File: src/rtl/uart_pkg.sv
// Shared constants and launch-FSM encoding for the UART transmit FIFO.
// Imported by uart_fifo_ram and uart_tx_fifo.
package uart_pkg;

  localparam int D_BITS_DEF = 8;
  localparam int ADDR_W_DEF = 4;

  typedef enum logic {
    IDLE = 1'b0,
    BUSY = 1'b1
  } tx_state_e;

endpackage

File: src/rtl/uart_fifo_ram.sv
// FIFO storage: one synchronous write port, one asynchronous read port.
// Contents are not reset; the pointers in the parent decide validity.
module uart_fifo_ram
  import uart_pkg::*;
#(
  parameter int D_BITS = D_BITS_DEF,
  parameter int ADDR_W = ADDR_W_DEF
) (
  input  logic              clk,
  input  logic              we,
  input  logic [ADDR_W-1:0] waddr,
  input  logic [D_BITS-1:0] wdata,
  input  logic [ADDR_W-1:0] raddr,
  output logic [D_BITS-1:0] rdata
);

  logic [D_BITS-1:0] mem [2**ADDR_W];

  always_ff @(posedge clk) begin
    if (we) mem[waddr] <= wdata;
  end

  assign rdata = mem[raddr];

endmodule

File: src/rtl/uart_tx_fifo.sv
// Transmit FIFO that launches one word per frame into a UART transmitter.
// Define UART_TX_FIFO_LEVEL_EN to expose the registered occupancy port level.
module uart_tx_fifo
  import uart_pkg::*;
#(
  parameter int D_BITS = D_BITS_DEF,
  parameter int ADDR_W = ADDR_W_DEF
) (
  input  logic              clk,
  input  logic              reset_n,
  input  logic              wr_en,
  input  logic [D_BITS-1:0] wr_data,
  output logic              full,
  output logic              empty,
  output logic              overflow,
  output logic              tx_start,
  output logic [D_BITS-1:0] tx_din,
  input  logic              tx_done_tick
`ifdef UART_TX_FIFO_LEVEL_EN
  ,
  output logic [ADDR_W:0]   level
`endif
);

  localparam logic [ADDR_W:0] DEPTH = {1'b1, {ADDR_W{1'b0}}};

  tx_state_e         state_q, state_d;
  logic [ADDR_W-1:0] wr_ptr, rd_ptr;
  logic [ADDR_W:0]   cnt_q, cnt_d;
  logic              wr_acc, pop;
  logic [D_BITS-1:0] head;

  // full is registered, so a write racing a pop while full is dropped
  assign wr_acc = wr_en & ~full;

  uart_fifo_ram #(
    .D_BITS (D_BITS),
    .ADDR_W (ADDR_W)
  ) u_ram (
    .clk   (clk),
    .we    (wr_acc),
    .waddr (wr_ptr),
    .wdata (wr_data),
    .raddr (rd_ptr),
    .rdata (head)
  );

  always_comb begin
    state_d = state_q;
    pop     = 1'b0;
    unique case (state_q)
      IDLE: begin
        if (!empty) begin
          pop     = 1'b1;
          state_d = BUSY;
        end
      end
      BUSY: begin
        if (tx_done_tick) state_d = IDLE;
      end
      default: state_d = IDLE;
    endcase
  end

  always_comb begin
    cnt_d = cnt_q;
    unique case ({wr_acc, pop})
      2'b10:   cnt_d = cnt_q + 1'b1;
      2'b01:   cnt_d = cnt_q - 1'b1;
      default: cnt_d = cnt_q;
    endcase
  end

  always_ff @(posedge clk or negedge reset_n) begin
    if (!reset_n) begin
      state_q <= IDLE;
    end else begin
      state_q <= state_d;
    end
  end

  always_ff @(posedge clk or negedge reset_n) begin
    if (!reset_n) begin
      wr_ptr   <= '0;
      rd_ptr   <= '0;
      cnt_q    <= '0;
      full     <= 1'b0;
      empty    <= 1'b1;
      overflow <= 1'b0;
      tx_start <= 1'b0;
      tx_din   <= '0;
    end else begin
      cnt_q    <= cnt_d;
      full     <= (cnt_d == DEPTH);
      empty    <= (cnt_d == '0);
      tx_start <= pop;
      if (wr_acc) wr_ptr <= wr_ptr + 1'b1;
      if (wr_en && full) overflow <= 1'b1;
      if (pop) begin
        tx_din <= head;
        rd_ptr <= rd_ptr + 1'b1;
      end
    end
  end

`ifdef UART_TX_FIFO_LEVEL_EN
  assign level = cnt_q;
`endif

endmodule

File: config.mk
export PLATFORM = sky130hd
export DESIGN_NAME = uart_tx_fifo
export DESIGN_NICKNAME = d
export VERILOG_FILES = /design/src/rtl/uart_pkg.sv /design/src/rtl/uart_fifo_ram.sv /design/src/rtl/uart_tx_fifo.sv
export SDC_FILE = /design/constraint.sdc
export NUM_CORES = 1
export LEC_CHECK = 0
export BUFFER_PORTS_ARGS = -buffer_cell sky130_fd_sc_hd__buf_2
export CAP_MARGIN = 20
export CORE_MARGIN = 4
export CORE_UTILIZATION = 47
export CTS_BUF_LIST = sky130_fd_sc_hd__clkbuf_8 sky130_fd_sc_hd__clkbuf_16
export DETAILED_ROUTE_END_ITERATION = 10
export SLEW_MARGIN = 10
export SYNTH_ARGS = -nofsm -noshare
export SYNTH_HDL_FRONTEND = slang
export SYNTH_SLANG_ARGS = --single-unit
export TNS_END_PERCENT = 10
File: constraint.sdc
create_clock -name clk -period 2.75 [get_ports clk]
set_input_delay 0.4125 -clock clk [delete_from_list [all_inputs] [get_ports clk]]
set_output_delay 0.4125 -clock clk [all_outputs]
set_load 0.01 [all_outputs]
==> run summary <==
met2 Resource Use GR: 29.2%
Worst setup EP type: flip-flop
fin worst setup slack: 291 ps
GRT Total Usage: 18.9%
synth warn: 0
count of nets after finishing: 435
Post-synth EDFFs: 128
register bit total from synthesis: 154
CP Launch Type: flip-flop
Die Y: 123 microns
Clock transition at path regs: 60 ps
top_reg_cell synth: edfxtp_1
clock power share: 29.4%
met3 GRT Util: 5.17%
endpoints failing setup: 0
Slew headroom: 42.3%
Ports: 24
HP Class: input port to asynchronous set/reset pin
die width: 123 microns
Cell Area, Placed: 6730 sq um
Cell variety after synth: 45
Hold Fails Final Rpt: 0
initial antenna violation count: 0
Mapped Cells: 367
later-pin clock latency in the skew report: 420 ps
Synth top area share: 61.5%
first-pass GRT wire length: 20200 microns
final instance area: 7310 sq um
top cell type by total area after synthesis: edfxtp_1
post-CTS setup repair buffer count: 0
vias per cell: 5.59
hold_ws: 12.7 ps
clk sinks: 154
Synth Cell Area: 6250 sq um
Worst Max-Slew Pin Slew: 863 ps
die area: 15200 sq um
Sequential Power Share: 41.3%
NetSw: 2.38 mW
setup TNS: 0 ps
Worst R2R Setup Slack: 290 ps
number of remaining DRC errors: 0
Worst Clk Skew: 15.1 ps
net count after synthesis: 386
Fillers: 1017
Num CTS Buffers: 17
Comb power frac: 29.3%
Peak VDD IR: 0.457 mV
port buffer count: 23
outcome: complete, no violations
pre-CTS WS: 250 ps
Routed Wire Length: 13000 microns
Internal: 5.40 mW
Seq/Total Area, Yosys: 71.9%
hold buffers post-CTS: 0
root buffer cell: clkbuf_16
Async S/R FF share, synth: 16.9%
Finished Layout Cells: 600
CTS tree: done
top cells by area, synth: edfxtp_1 61%, dfrtp_1 10%, mux4_2 5.8%
kind of critical path: flip-flop to flip-flop
layer with the highest usage: met2
RSZ-0062 raised after global routing: no
n_diodes: 0
Sw Ratio: 30.6%
Area Overhead vs Synth: 16.9%
number of routed nets with antenna violations: 0
largest net degree at the start of global routing: 27
fmax: 407 MHz
Mapped Avg Cell Area: 17.0 sq um
Initial Utilization: 48.8%
met1 GRT Util: 26.2%
layout cells sized above 1: 25.5%
Core ar.: 12800 sq um
Static Leak: 2.61 nW
Final min period: 2460 ps
Site Rows: 41
max_cap viols: 0
Worst Path Max Fanout: 9
DP Wirelength: 8270 microns
Congestion Overflow GR: 0
placed insts: 569
count leader, synth: edfxtp_1
fin. max-slew vios: 0
Iteration-0 DRC Markers: 265
Arr. time, crit path: 2810 ps
vias in the first global route: 3379
GPL Wtd Cong: 0.775
Pre-Repair DR Iteration Count: 4
area of the multi-input gates: 1630 sq um
DR WL/cell: 21.6 microns
Crit path required time: 3100 ps
htree depth: 4
Reg area: 4500 sq um
Clock Tree Buf Depth: 2
top cells by count, synth: 128 x edfxtp_1, 25 x dfrtp_1, 18 x nor2b_1
post-CTS resize count: 0
total number of vias: 3352
Pwr Density: 1060 nW/um^2
Final period util: 89.4%
-- worst max-delay path: stages, from the launching register on --
cell and delay (ps):
dfrtp_1 390, or2_1 240, inv_2 140, nand2_1 80
xnor2_1 150, ha_1 240, a21oi_1 80, or3_4 360
a21bo_1 230, a2111oi_4 320, nor2b_1 170
-- placed cells by master (no fill, tap or decap), types with 4 or more instances in the layout --
cell type,instances
nor2_1,16
mux2i_1,17
a2111oi_0,8
mux4_2,16
nor3_1,4
mux2_2,9
clkbuf_16,17
xnor2_1,9
dfrtp_1,24
edfxtp_1,128
a221o_1,8
nand2_1,13
a211oi_1,8
ha_1,7
a22o_1,8
nor2b_1,18
buf_2,23
nor4_1,8
buf_4,27
inv_1,10
-- flip-flops by register name (all words and copies together) (netlist names) --
name and cells:
state_q 1, tx_start 1, rd_ptr 4, overflow 1, cnt_q 5, tx_din 8
wr_ptr 4, full 1, empty 1, u_ram.mem 128
-- final timing paths --
kind | startpoint | to | cells past startpoint
setup / recovery | state_q$_DFF_PN0_ | empty$_DFF_PN1_ | 10
hold / removal | reset_n | tx_din[4]$_DFFE_PN0P_ | 1
setup reg to reg | state_q$_DFF_PN0_ | empty$_DFF_PN1_ | 10
hold reg to reg | overflow$_DFFE_PN0P_ | overflow$_DFFE_PN0P_ | 1
max in group asynchronous | reset_n | rd_ptr[0]$_DFFE_PN0P_ | 1
min in group clk | tx_done_tick | state_q$_DFF_PN0_ | 2
-- kinds of logic after synthesis --
group	Yosys count	share of synthesized area (%)
xor+xnor	10	1.40
buf+inv	30	2.04
fa+ha+maj	7	1.40
simple gates	77	6.76
flops	154	71.9
compound gates	47	6.38
mux	42	10.1
-- cell type report --
cell class | count | area share (%)
Sequential cell | 154 | 61.5
Multi-Input combinational cell | 183 | 22.3
Clock buffer | 17 | 5.82
Timing Repair Buffer | 52 | 4.90
Tap cell | 172 | 2.94
Clock inverter | 14 | 2.12
Inverter | 8 | 0.411
-- through the flow --
step	utilization [%]	power, mW
2_1_floorplan	-	4.77
3_3_place_gp	52.5	5.51
3_5_place_dp	52.5	5.57
4_1_cts	57.0	7.87
5_1_grt	57.0	8.21
6_report	57.0	7.78
-- power by group through the flow --
stage	Sequential (mW)	Clock, mW	Combinational, mW
after floorplan	3.11	0	1.66
after global placement	3.24	0	2.26
after detailed placement	3.26	0	2.31
after CTS	3.22	2.34	2.32
after global routing	3.26	2.44	2.51
final	3.21	2.29	2.28
-- per-layer routing --
metal | vias to the layer above | part of all wire (%)
li1 | 1546 | -
met1 | 1732 | 45
met2 | 68 | 50
met3 | 6 | 4.4
met4 | 0 | 0.67
met5 | - | 0
(Power assumes the default switching activity.)
